File: config.mk
export PLATFORM = sky130hd
export DESIGN_NAME = uart_tx_serializer_flat
export DESIGN_NICKNAME = d
export VERILOG_FILES = /design/src/rtl/uart_tx_serializer_if.sv /design/src/rtl/uart_tx_serializer.sv /design/src/flat_wrapper.sv
export SDC_FILE = /design/constraint.sdc
export NUM_CORES = 1
export LEC_CHECK = 0
export BUFFER_PORTS_ARGS = -buffer_cell sky130_fd_sc_hd__buf_4
export CAP_MARGIN = 10
export CORE_AREA = 5 5 47 49
export CTS_CLUSTER_SIZE = 16
export DETAILED_ROUTE_END_ITERATION = 7
export DIE_AREA = 0 0 52 54
export PLACE_DENSITY = 0.74
export SLEW_MARGIN = 0
export SYNTH_ARGS = -nofsm -noshare
export SYNTH_HDL_FRONTEND = slang
export SYNTH_SLANG_ARGS = --single-unit
File: constraint.sdc
create_clock -name CLK -period 1.45 [get_ports CLK]
set_input_delay 0.29 -clock CLK [delete_from_list [all_inputs] [get_ports CLK]]
set_output_delay 0.29 -clock CLK [all_outputs]
set_load 0.03 [all_outputs]
File: src/rtl/uart_tx_serializer_if.sv
// uart_tx_serializer_if
//   Bundles the load handshake, shift tick, frame configuration and serial
//   outputs of uart_tx_serializer. CLK/RST stay plain ports on the module.
//
//   Handshake: a load is accepted on a rising CLK edge where ld && ready.
//   P_DATA, MSB_FIRST, PAR_EN and PAR_TYP are sampled only on that edge.
//   ld while ready=0 is dropped, not queued.
//
//   master : driver side (TX FSM / testbench)
//   slave  : serializer side
//   dbg_state exposes the serializer FSM state for checkers.
interface uart_tx_serializer_if #(
  parameter int DATA_WIDTH = 8
);
  logic [DATA_WIDTH-1:0] P_DATA;
  logic                  ld;
  logic                  ser_en;
  logic                  MSB_FIRST;
  logic                  PAR_EN;
  logic                  PAR_TYP;
  logic                  ready;
  logic                  ser_data;
  logic                  par_bit;
  logic                  ser_done;
  logic [1:0]            dbg_state;

  modport master (
    output P_DATA, ld, ser_en, MSB_FIRST, PAR_EN, PAR_TYP,
    input  ready, ser_data, par_bit, ser_done, dbg_state
  );

  modport slave (
    input  P_DATA, ld, ser_en, MSB_FIRST, PAR_EN, PAR_TYP,
    output ready, ser_data, par_bit, ser_done, dbg_state
  );
endinterface

File: src/rtl/uart_tx_serializer.sv
// uart_tx_serializer
//   UART TX serializer with optional parity. Loads a DATA_WIDTH-bit word on
//   the ld/ready handshake, emits one bit per ser_en tick (LSB or MSB first),
//   optionally follows with a parity bit, and pulses ser_done for one cycle
//   together with the final bit.
//
//   Ports:
//     CLK  - rising-edge clock
//     RST  - synchronous active-low reset
//     bus  - uart_tx_serializer_if.slave (P_DATA, ld, ser_en, MSB_FIRST,
//            PAR_EN, PAR_TYP in; ready, ser_data, par_bit, ser_done,
//            dbg_state out)
//
//   Build option: define UART_SER_PARITY_EN to include the parity generator
//   and PARITY state. Without it par_bit is 0, PAR_EN/PAR_TYP are ignored and
//   every frame is exactly DATA_WIDTH bits.
module uart_tx_serializer #(
  parameter int DATA_WIDTH = 8,
  parameter int CNT_W      = $clog2(DATA_WIDTH + 1)
) (
  input  logic                  CLK,
  input  logic                  RST,
  uart_tx_serializer_if.slave   bus
);

  typedef enum logic [1:0] {
    IDLE   = 2'd0,
    SHIFT  = 2'd1,
    PARITY = 2'd2
  } state_t;

  state_t                state_q, state_d;
  logic [DATA_WIDTH-1:0] shreg_q, shreg_d;
  logic [CNT_W-1:0]      cnt_q, cnt_d;
  logic                  msb_q, msb_d;
  logic                  ser_data_q, ser_data_d;
  logic                  par_bit_q, par_bit_d;
  logic                  done_q, done_d;
`ifdef UART_SER_PARITY_EN
  logic                  pen_q, pen_d;
`else
  // Parity inputs have no function in this build.
  logic                  unused_par;
  assign unused_par = bus.PAR_EN ^ bus.PAR_TYP;
`endif

  always_comb begin
    state_d    = state_q;
    shreg_d    = shreg_q;
    cnt_d      = cnt_q;
    msb_d      = msb_q;
    ser_data_d = ser_data_q;
    par_bit_d  = par_bit_q;
    done_d     = 1'b0;
`ifdef UART_SER_PARITY_EN
    pen_d      = pen_q;
`endif
    case (state_q)
      IDLE: begin
        // ser_en in the load cycle is ignored: first bit goes on a later tick.
        if (bus.ld) begin
          shreg_d = bus.P_DATA;
          msb_d   = bus.MSB_FIRST;
          cnt_d   = '0;
          state_d = SHIFT;
`ifdef UART_SER_PARITY_EN
          pen_d     = bus.PAR_EN;
          par_bit_d = (^bus.P_DATA) ^ bus.PAR_TYP;
`endif
        end
      end
      SHIFT: begin
        if (bus.ser_en) begin
          // Emit from the chosen end, then shift toward that end.
          if (msb_q) begin
            ser_data_d = shreg_q[DATA_WIDTH-1];
            shreg_d    = {shreg_q[DATA_WIDTH-2:0], 1'b0};
          end else begin
            ser_data_d = shreg_q[0];
            shreg_d    = {1'b0, shreg_q[DATA_WIDTH-1:1]};
          end
          cnt_d = cnt_q + CNT_W'(1);
          if (cnt_q == CNT_W'(DATA_WIDTH - 1)) begin
`ifdef UART_SER_PARITY_EN
            if (pen_q) begin
              state_d = PARITY;
            end else begin
              state_d = IDLE;
              done_d  = 1'b1;
            end
`else
            state_d = IDLE;
            done_d  = 1'b1;
`endif
          end
        end
      end
      PARITY: begin
        if (bus.ser_en) begin
          ser_data_d = par_bit_q;
          state_d    = IDLE;
          done_d     = 1'b1;
        end
      end
      default: state_d = IDLE;
    endcase
  end

  always_ff @(posedge CLK) begin
    if (!RST) begin
      state_q    <= IDLE;
      shreg_q    <= '0;
      cnt_q      <= '0;
      msb_q      <= 1'b0;
      ser_data_q <= 1'b1;
      par_bit_q  <= 1'b0;
      done_q     <= 1'b0;
`ifdef UART_SER_PARITY_EN
      pen_q      <= 1'b0;
`endif
    end else begin
      state_q    <= state_d;
      shreg_q    <= shreg_d;
      cnt_q      <= cnt_d;
      msb_q      <= msb_d;
      ser_data_q <= ser_data_d;
      par_bit_q  <= par_bit_d;
      done_q     <= done_d;
`ifdef UART_SER_PARITY_EN
      pen_q      <= pen_d;
`endif
    end
  end

  assign bus.ready     = (state_q == IDLE);
  assign bus.ser_data  = ser_data_q;
  assign bus.par_bit   = par_bit_q;
  assign bus.ser_done  = done_q;
  assign bus.dbg_state = state_q;

endmodule

File: src/flat_wrapper.sv
// flat-port wrapper written by rule: the top's interface ports become plain ports
module uart_tx_serializer_flat 
#(
  parameter int DATA_WIDTH = 8,
  parameter int CNT_W      = $clog2(DATA_WIDTH + 1)
)
  (CLK, RST, bus_P_DATA, bus_ld, bus_ser_en, bus_MSB_FIRST, bus_PAR_EN, bus_PAR_TYP, bus_ready, bus_ser_data, bus_par_bit, bus_ser_done, bus_dbg_state);
  uart_tx_serializer_if #(.DATA_WIDTH(DATA_WIDTH)) bus_i ();
  input  logic CLK;
  input  logic RST;
  input wire logic [$bits(bus_i.P_DATA)-1:0] bus_P_DATA;
  input wire logic [$bits(bus_i.ld)-1:0] bus_ld;
  input wire logic [$bits(bus_i.ser_en)-1:0] bus_ser_en;
  input wire logic [$bits(bus_i.MSB_FIRST)-1:0] bus_MSB_FIRST;
  input wire logic [$bits(bus_i.PAR_EN)-1:0] bus_PAR_EN;
  input wire logic [$bits(bus_i.PAR_TYP)-1:0] bus_PAR_TYP;
  output wire logic [$bits(bus_i.ready)-1:0] bus_ready;
  output wire logic [$bits(bus_i.ser_data)-1:0] bus_ser_data;
  output wire logic [$bits(bus_i.par_bit)-1:0] bus_par_bit;
  output wire logic [$bits(bus_i.ser_done)-1:0] bus_ser_done;
  output wire logic [$bits(bus_i.dbg_state)-1:0] bus_dbg_state;
  assign bus_i.P_DATA = bus_P_DATA;
  assign bus_i.ld = bus_ld;
  assign bus_i.ser_en = bus_ser_en;
  assign bus_i.MSB_FIRST = bus_MSB_FIRST;
  assign bus_i.PAR_EN = bus_PAR_EN;
  assign bus_i.PAR_TYP = bus_PAR_TYP;
  assign bus_ready = bus_i.ready;
  assign bus_ser_data = bus_i.ser_data;
  assign bus_par_bit = bus_i.par_bit;
  assign bus_ser_done = bus_i.ser_done;
  assign bus_dbg_state = bus_i.dbg_state;
  uart_tx_serializer #(.DATA_WIDTH(DATA_WIDTH), .CNT_W(CNT_W)) u_core (.CLK(CLK), .RST(RST), .bus(bus_i));
endmodule
# Word-level counts from Yosys, hierarchy flattened
# Cells that the tools add are included.
# word_totals
regBits	17
latch_bits	0
mem_bits_rw	0
mem_bits_ro	0
in_bits	15
out_inout_bits	6
wordCells	41
n_memories	0
# classes
addsub	1
n_mul	0
div	0
order_cmp	0
n_eq_ne	7
shift	0
n_mux	20
bitwise	0
reduce_logical	7
# op_table
op	count
8-bit 2-to-1 mux	3
8-bit one-hot mux with 2 select lines	1
2-bit 2-to-1 mux	4
4-bit 2-to-1 mux	2
4-bit one-hot mux with 2 select lines	1
1-bit 2-to-1 mux	6
2-bit inequality test, second input constant	3
2-bit one-hot mux with 3 select lines	1
3-bit AND reduction	2
4-bit by 1-bit adder with 4-bit output, second input constant	1
4-bit by 3-bit == test with 1-bit output, second input constant	1
1-bit one-hot mux with 2 select lines	2
4-bit AND reduction	1
2-bit nonzero test	2
2-bit by 1-bit == test with 1-bit output, second input constant	1
2-bit == test, second input constant	1
2-bit zero test	1
2-bit by 1-bit inequality test with 1-bit output, second input constant	1
2-bit AND reduction	1

# Depth between registers and ports, before layout
# Gate-level depths: netlist (run 1).
# logic_depth
depth_word	4
ltp_mapped	5
ltp_nobuf	4

# Least setup slack after synthesis (run 1)
# OpenSTA, ideal clock, no wires.
# synth_path
kind	register -> register
start	register u_core.state_q[0] (netlist: u_core.bus.dbg_state[0])
end	register u_core.cnt_q[3]
setup_time_ns	0.079
t_arrival_ns	1.278
required_ns	1.371
path_slack_ns	0.093
stages_incl_launch_ff	5
path_buffers	1
period_less_slack_ns	1.357
cell_sequence	dfxtp_1 -> buf_6 -> inv_2 -> or3_1 -> o211ai_1
# synth_between
elab_chain_cells	3
elab_cells_between_ends	7
cone_classes	eq/ne: 3; mux: 1; reduce/logical: 3
# synth_rtl
element	line_no	text
from (decl)	uart_tx_serializer.sv:32	state_t state_q, state_d;
from (signal assigned)	uart_tx_serializer.sv:122	state_q <= state_d;
2-bit zero test (*)	--	
named net bus_ready	flat_wrapper.sv:17	output wire logic [$bits(bus_i.ready)-1:0] bus_ready;
2-bit inequality test (no source line) / 2-bit nonzero test (equally long branches)	--	
3-bit AND reduction (no source line)	--	
to (signal assigned)	uart_tx_serializer.sv:124	cnt_q <= cnt_d;
to (decl)	uart_tx_serializer.sv:34	logic [CNT_W-1:0] cnt_q, cnt_d;
# The timed path passes the listed nets; every way through them passes the cells marked *.
# A chain may end at the register's enable or synchronous reset.

# Final worst setup path (run 1)
# layout_path
start	register u_core.state_q[0] (netlist: u_core.bus.dbg_state[0])
end	output port bus_dbg_state[0]
# layout_rtl
element	line_no	text
to (decl)	flat_wrapper.sv:21	output wire logic [$bits(bus_i.dbg_state)-1:0] bus_dbg_state;
# No word-level cell between the ends.

==> results of run 1 <==
cell families after synthesis:
| family | after synthesis |
|---|---|
| buffers and inverters | 13 |
| adder cells (fa/ha/maj) | 1 |
| multiplexers | 10 |
| other | 1 |
| XOR/XNOR | 1 |
| flip-flops | 16 |
| AO/OA/AOI/OAI | 22 |
| AND/OR/NAND/NOR | 26 |
final timing paths:
check,start,cells past startpoint,to,slack [ns]
setup reg to reg,u_core.bus.dbg_state[0]$_SDFFE_PN0P_,3,u_core.shreg_q[5]$_SDFFE_PN0P_,0.17
setup / recovery,u_core.bus.dbg_state[0]$_SDFFE_PN0P_,2,bus_dbg_state[0],0.13
hold reg to reg,u_core.bus.ser_data$_SDFFE_PN1P_,2,u_core.bus.ser_data$_SDFFE_PN1P_,0.49
hold / removal,bus_MSB_FIRST,3,u_core.msb_q$_SDFFE_PN0P_,0.24
through the flow:
| step | cell area (sq um) | instances | util [%] | hold WS, ns | setup slack [ns] |
|---|---|---|---|---|---|
| floorplan | 838 | 91 | - | 0.437 | 0.0933 |
| global placement | 962 | 131 | 52.8 | 0.468 | 0.102 |
| detailed placement | 962 | 131 | 52.8 | 0.491 | 0.0996 |
| CTS | 1000 | 135 | 54.9 | 0.230 | 0.112 |
| global route | 1000 | 135 | 54.9 | 0.257 | 0.0390 |
| finish | 1000 | 135 | 54.9 | 0.237 | 0.132 |
synthesized netlist by cell type:
library cell,instances
sky130_fd_sc_hd__dfxtp_1,16
sky130_fd_sc_hd__nor2_1,12
sky130_fd_sc_hd__a221oi_1,6
sky130_fd_sc_hd__o21ai_0,6
sky130_fd_sc_hd__inv_1,5
sky130_fd_sc_hd__mux2_2,5
sky130_fd_sc_hd__a21oi_1,3
sky130_fd_sc_hd__buf_4,3
sky130_fd_sc_hd__buf_6,3
sky130_fd_sc_hd__mux2i_1,3
sky130_fd_sc_hd__nand4_1,3
sky130_fd_sc_hd__a2111oi_2,2
sky130_fd_sc_hd__and3_1,2
sky130_fd_sc_hd__nand2_1,2
sky130_fd_sc_hd__nor3_1,2
sky130_fd_sc_hd__o211ai_1,2
sky130_fd_sc_hd__a32oi_1,1
sky130_fd_sc_hd__clkbuf_1,1
sky130_fd_sc_hd__conb_1,1
sky130_fd_sc_hd__ha_1,1
sky130_fd_sc_hd__inv_2,1
sky130_fd_sc_hd__mux2_1,1
sky130_fd_sc_hd__mux2_4,1
sky130_fd_sc_hd__nand2_2,1
sky130_fd_sc_hd__nand3b_1,1
sky130_fd_sc_hd__nor2b_1,1
sky130_fd_sc_hd__nor3b_1,1
sky130_fd_sc_hd__o22ai_1,1
sky130_fd_sc_hd__o31a_1,1
sky130_fd_sc_hd__or3_1,1
sky130_fd_sc_hd__xor2_1,1
power by group:
group / internal (mW) / total [mW] / switching [mW]
clock network: 0.153 / 0.287 / 0.134
logic: 0.0904 / 0.184 / 0.0931
registers: 0.469 / 0.497 / 0.0281
total: 0.712 / 0.967 / 0.255
worst max-delay path: cells and delay by family (launching register included):
family	cells	cell delay, ns
flip-flops	1	0.44
buffers and inverters	2	0.31
state kept, by name (all words and copies together), names as in the netlist:
name	flops
u_core.msb_q	1
u_core.shreg_q	8
u_core.bus.ser_done	1
u_core.bus.ser_data	1
u_core.bus.dbg_state	1
u_core.cnt_q	4
metal layers:
| layer | part of all wire (%) | wire (um) |
|---|---|---|
| met3 | 5.0 | 83 |
| met5 | 0 | 0 |
| met4 | 3.1 | 52 |
| met2 | 48 | 791 |
| met1 | 44 | 734 |
layout make-up:
| type | count | share of cell area, % |
|---|---|---|
| multi-input cells | 62 | 43.5 |
| flip-flops and latches | 16 | 32.3 |
| repair buffers | 20 | 15.0 |
| clock buffers | 4 | 3.62 |
| well taps | 27 | 3.38 |
| inverters | 6 | 2.25 |
what timing repair did:
action / in CTS / in global routing
cloned: 0 / 0
resized for setup: 1 / 1
pin swaps: 0 / 0
setup endpoints to repair: 1 / 2
==> key figures, run 1 <==
Logic synthesis
  • Area share of xor/xnor cells in the synthesized design: roughly 1.0%
  • Unique cell type count in the Yosys netlist: 31
  • Post-synthesis mux area share: between 10% and 20%
  • Most area-hungry cell type in the Yosys netlist: sky130_fd_sc_hd__dfxtp_1
  • Area share of the largest cell type after synthesis: approximately two fifths
  • Sequential fraction of the synthesis area: between 30% and 40%
  • Yosys warns: 0
  • Complex-gate fraction of the synthesized area: 19.9%
  • Post-synthesis cell area: roughly 830 sq um
  • Syn Inst Count: 90
  • Synth area leaders: sky130_fd_sc_hd__dfxtp_1 38%, sky130_fd_sc_hd__mux2_2 6.7%, sky130_fd_sc_hd__a221oi_1 6.3%
  • Post-synthesis share of cell area spent on and, or, nand and nor gates: 15.3%
  • Adder and majority cell fraction of the synthesized area: under 10%
  • Largest family of logic cells by synthesized area: compound AO/OA/AOI/OAI gates
  • Number of storage elements in the synthesis netlist: 16
  • Mapped Avg Cell Area: 9.27 sq um

Pwr
  • Power consumption: 0.967 mW
  • Static leakage power: about 0.43 nW
  • Power per cell area: 966 mW/mm^2
  • Peak supply drop: approximately 0.00055 V

Timing
  • Final Hold Vio Count: 0
  • Final clock skew: about 0.0035 ns
  • Worst max-slew margin expressed relative to the limit: between 60 and 70%
  • Total setup violations reported at the end of the flow: 0
  • Final worst-path cycle share: between 90% and 100%
  • RSZ-0062 raised after global routing: no
  • Slew @ Worst Pin: between 0.5 and 0.6 ns
  • Max-slew violation count: 0
  • Highest clock rate: around 0.76 GHz
  • Post-Route Setup TNS: 0 ns
  • Post-route minimum period: around 1.3 ns

Drt
  • Number of nets still failing antenna checks after routing: 0
  • Detailed-router iteration count before antenna repair: 4
  • Mean routed wirelength per cell: 12.3 um
  • # DRC: 0
  • Aggregate routed wire length: between 1.5 and 2 mm
  • Routed vias: between 700 and 800
  • DRC marker count from the first detailed-route iteration: 13
  • Post-DR vias/cell: roughly 5.4

Critical path
  • Critical path cell sequence: buf_4 -> buf_4
  • Class of the most critical setup path: register to output port
  • Critical Path Fanout Max: 8
  • CP Launch Type: register
  • Critical path capture point type: output port
  • Dominant cell type by count on the critical path: sky130_fd_sc_hd__buf_4
  • Slowest stage cell, crit path: sky130_fd_sc_hd__dfxtp_2
  • Required time at the worst-slack endpoint: roughly 1.2 ns
  • Largest stage delay on the critical path: approximately 0.44 ns
  • Crit path DAT: roughly 1.0 ns

Clock tree
  • Buffer type at the clock tree root: sky130_fd_sc_hd__clkbuf_4
  • TritonCTS clock tree: done
  • Count of hold-fix buffers inserted at cts: 0
  • CTS Buffer Depth: 2
  • H-tree level count: 1
  • Reg clk slew, reported paths: about 0.09 ns
  • Clock latency on the worst-skew pair: 0.28 ns
  • Setup repair bufs after CTS: 0
  • TritonCTS Buffers: 3
  • Number of sinks driven by the clock tree: 16

Floorplanning
  • Chip height: around 54 um
  • Top-level port count: 21
  • Die width: 52 um
  • Initial standard-cell utilization of the core: between 40% and 50%
  • Area of the core: between 0.0015 and 0.002 sq mm
  • Total die area: approximately 0.0028 sq mm
  • Row count: 16

GRT
  • Met3 global-route usage: 2.49%
  • Global-route usage over all layers: ~14%
  • Busiest layer in global routing: met2
  • Initial antenna violation count: 0
  • Vias in the first global route: approximately 710
  • Routing usage on met1: approximately 16%
  • Overflow after GRT: 0
  • Global-route wire length before repair: a little under 3 mm
  • Maximum number of pins on one net before global-route repair: 13
  • Global routing usage on met2: approximately 23%

Job
  • Max Cap Viol: 0

Final layout
  • Commonest cells after routing, fill and taps aside: 20 x sky130_fd_sc_hd__buf_4, 14 x sky130_fd_sc_hd__dfxtp_1, 12 x sky130_fd_sc_hd__nor2_1
  • Commonest non-fill, non-tap cell in the layout: sky130_fd_sc_hd__buf_4
  • Fillcell total: between 150 and 200
  • Antenna cells: 0
  • Multi-input combinational cell area: around 440 sq um
  • Layout area overhead: 19.9%
  • Layout cells sized above 1: 33.3%
  • Number of nets in the finished design: between 100 and 150
  • Area taken by flip-flops and latches: ~320 sq um

Place
  • Final weighted congestion of routability-driven global placement: between 0.7 and 0.8
  • Half-perimeter wire length after placement: about 1.3 mm
  • Input/output buffers: 16

Hold path
  • Class of the most critical hold timing path: input port to register

Outcome
  • Status: finished, final reports clean
Power figures use the tool's default switching activity.
==> run 2: changes to the inputs <==
--- a/config.mk
+++ b/config.mk
@@ -8,6 +8,7 @@
 export BUFFER_PORTS_ARGS = -buffer_cell sky130_fd_sc_hd__buf_4
 export CAP_MARGIN = 10
 export CORE_AREA = 5 5 47 49
+export CTS_BUF_LIST = sky130_fd_sc_hd__clkbuf_16
 export CTS_CLUSTER_SIZE = 16
 export DETAILED_ROUTE_END_ITERATION = 7
 export DIE_AREA = 0 0 52 54
==> key figures, run 2 (synthesized netlist as in run 1, its figures left out) <==
Floorplanning
  • Total die area: 0.00281 sq mm (unchanged)
  • Die width: 52 um (unchanged)
  • Top-level port count: 21 (unchanged)
  • Row count: 16 (unchanged)
  • Initial standard-cell utilization of the core: 45.8% (unchanged)
  • Area of the core: 0.00182 sq mm (unchanged)
  • Chip height: 54 um (unchanged)

Hold path
  • Class of the most critical hold timing path: input port to register

Timing
  • Final worst-path cycle share: 92.3% (+1.4 points)
  • Post-route minimum period: 1.34 ns (+0.0198 ns)
  • Post-Route Setup TNS: 0 ns (unchanged)
  • RSZ-0062 raised after global routing: no
  • Max-slew violation count: 0 (unchanged)
  • Final Hold Vio Count: 0 (unchanged)
  • Total setup violations reported at the end of the flow: 0 (unchanged)
  • Highest clock rate: 0.747 GHz (-1.5%)
  • Final clock skew: 0.000900 ns (-0.00260 ns)

Final layout
  • Final Instance Count excl. Fillers: 135 (unchanged)
  • Multi-input combinational cell area: 439 sq um (+0.86%)
  • Area of all placed cells without fillers: 0.00105 sq mm (+4.5%)
  • Fillcell total: 162 (-4.1%)
  • Number of flip-flops in the largest register: 8 (unchanged)
  • Area taken by flip-flops and latches: 322 sq um (-0.39%)
  • Layout area overhead: 25.3%
  • Top Registers: u_core.shreg_q (8), u_core.cnt_q (4)
  • Commonest cells after routing, fill and taps aside: 20 x sky130_fd_sc_hd__buf_4, 15 x sky130_fd_sc_hd__dfxtp_1, 12 x sky130_fd_sc_hd__nor2_1
  • Layout cells sized above 1: 32.4% (-0.93 points)
  • Antenna cells: 0 (unchanged)
  • Commonest non-fill, non-tap cell in the layout: sky130_fd_sc_hd__buf_4
  • Number of nets in the finished design: 125 (unchanged)
  • Largest register by flop count: u_core.shreg_q

Critical path
  • Required time at the worst-slack endpoint: 1.57 ns (+0.41 ns)
  • Critical Path Fanout Max: 8 (unchanged)
  • Crit path DAT: 1.46 ns (+0.43 ns)
  • Class of the most critical setup path: register to register
  • CP Launch Type: register
  • Critical path capture point type: register

Drt
  • DRC marker count from the first detailed-route iteration: 11 (-2)
  • # DRC: 0 (unchanged)
  • Mean routed wirelength per cell: 12.9 um (+4.6%)
  • Routed vias: 728 (+0.41%)
  • Detailed-router iteration count before antenna repair: 4 (unchanged)
  • Aggregate routed wire length: 1.74 mm (+4.6%)
  • Post-DR vias/cell: 5.39 (+0.41%)
  • Number of nets still failing antenna checks after routing: 0 (unchanged)

GRT
  • Maximum number of pins on one net before global-route repair: 13 (unchanged)
  • Vias in the first global route: 709 (+0.28%)
  • Overflow after GRT: 0 (unchanged)
  • Initial antenna violation count: 0 (unchanged)
  • Global-route wire length before repair: 2.95 mm (+1.9%)
  • Global-route usage over all layers: 14.3% (+0.36 points)

Clock tree
  • H-tree level count: 1 (unchanged)
  • CTS Buffer Depth: 2 (unchanged)
  • Reg clk slew, reported paths: 0.05 ns (-0.04 ns)
  • Buffer type at the clock tree root: sky130_fd_sc_hd__clkbuf_16
  • TritonCTS Buffers: 3 (unchanged)
  • Number of sinks driven by the clock tree: 16 (unchanged)
  • TritonCTS clock tree: done
  • Clock latency on the worst-skew pair: 0.24 ns (-0.04 ns)

Pwr
  • Power share of the sequential group: 41.2% (-10 points)
  • Cell-internal power: 0.927 mW (+30%)
  • Power share of the clock group: 43.4% (+14 points)
  • Reported net switching power: 0.285 mW (+12%)
  • Static leakage power: 0.451 nW (+3.9%)
  • Power per cell area: 1160 mW/mm^2 (+20%)
  • Peak supply drop: 0.000642 V (+17%)
  • Switching portion of total power: 23.5% (-2.9 points)
  • Gate power share: 15.4% (-3.6 points)

Place
  • Final weighted congestion of routability-driven global placement: 0.757 (unchanged)
  • Half-perimeter wire length after placement: 1.26 mm (unchanged)
  • DP Area: 962 sq um (unchanged)
  • Inst Count DP: 131 (unchanged)
  • Input/output buffers: 16 (unchanged)

Outcome
  • Status: finished, final reports clean

Job
  • Max Cap Viol: 0 (unchanged)
==> run 2: cell types whose count changed in the layout (fill, tap and decap cells not counted), sizes merged <==
cell    before  now
clkbuf       4    3
clkinv       0    1
==> run 2: critical path, stage by stage (launching register included) <==
cell and delay [ns]:
sky130_fd_sc_hd__dfxtp_1 0.51, sky130_fd_sc_hd__mux2_2 0.37, sky130_fd_sc_hd__a221oi_1 0.25, sky130_fd_sc_hd__nor2_1 0.09
==> run 2: routing by layer <==
metal | vias up | track usage (%) | routed length (um)
li1 | 365 | - | -
met5 | - | 0 | 0
met3 | 7 | 2.49 | 79
met4 | 0 | 10.5 | 57
met1 | 336 | 16.9 | 783
met2 | 20 | 23.2 | 817
==> run 2: path summary, 6_finish.rpt <==
path / from / endpoint / slack, ns / cells after the start
worst max register to register: u_core.msb_q$_SDFFE_PN0P_ / u_core.shreg_q[6]$_SDFFE_PN0P_ / 0.11 / 3
worst max-delay path: u_core.msb_q$_SDFFE_PN0P_ / u_core.shreg_q[6]$_SDFFE_PN0P_ / 0.11 / 3
worst min register to register: u_core.bus.ser_data$_SDFFE_PN1P_ / u_core.bus.ser_data$_SDFFE_PN1P_ / 0.49 / 2
worst min-delay path: bus_MSB_FIRST / u_core.msb_q$_SDFFE_PN0P_ / 0.28 / 3
==> run 2: metrics by stage <==
step	utilization, %	worst slack, ns	power, mW	hold WS [ns]
floorplan	-	0.0933	0.634	0.437
global placement	52.8	0.102	0.685	0.468
detailed placement	52.8	0.0996	0.689	0.491
CTS	57.1	0.0228	1.22	0.283
global route	57.4	0.00154	1.27	0.317
finish	57.4	0.112	1.21	0.281
==> run 2: final cells by class <==
type | instances | share of cell area [%]
timing repair buffer | 20 | 14.4
sequential | 16 | 30.7
inverter | 6 | 2.15
multi-input combinational | 62 | 42.0
clock inverter | 1 | 0.359
clock buffer | 3 | 7.18
tap | 27 | 3.23
==> run 2: timing repair <==
item                       4_1_cts  5_1_grt
hold buffers                     0        0
buffers inserted                 0        0
resized for setup                0        2
setup endpoints to repair        0        8
==> run 2: power groups by stage <==
stage | logic [mW] | clock network, mW | registers [mW]
floorplan | 0.135 | 0 | 0.500
global placement | 0.181 | 0 | 0.504
detailed placement | 0.184 | 0 | 0.506
CTS | 0.185 | 0.538 | 0.498
global route | 0.206 | 0.558 | 0.503
finish | 0.187 | 0.526 | 0.499
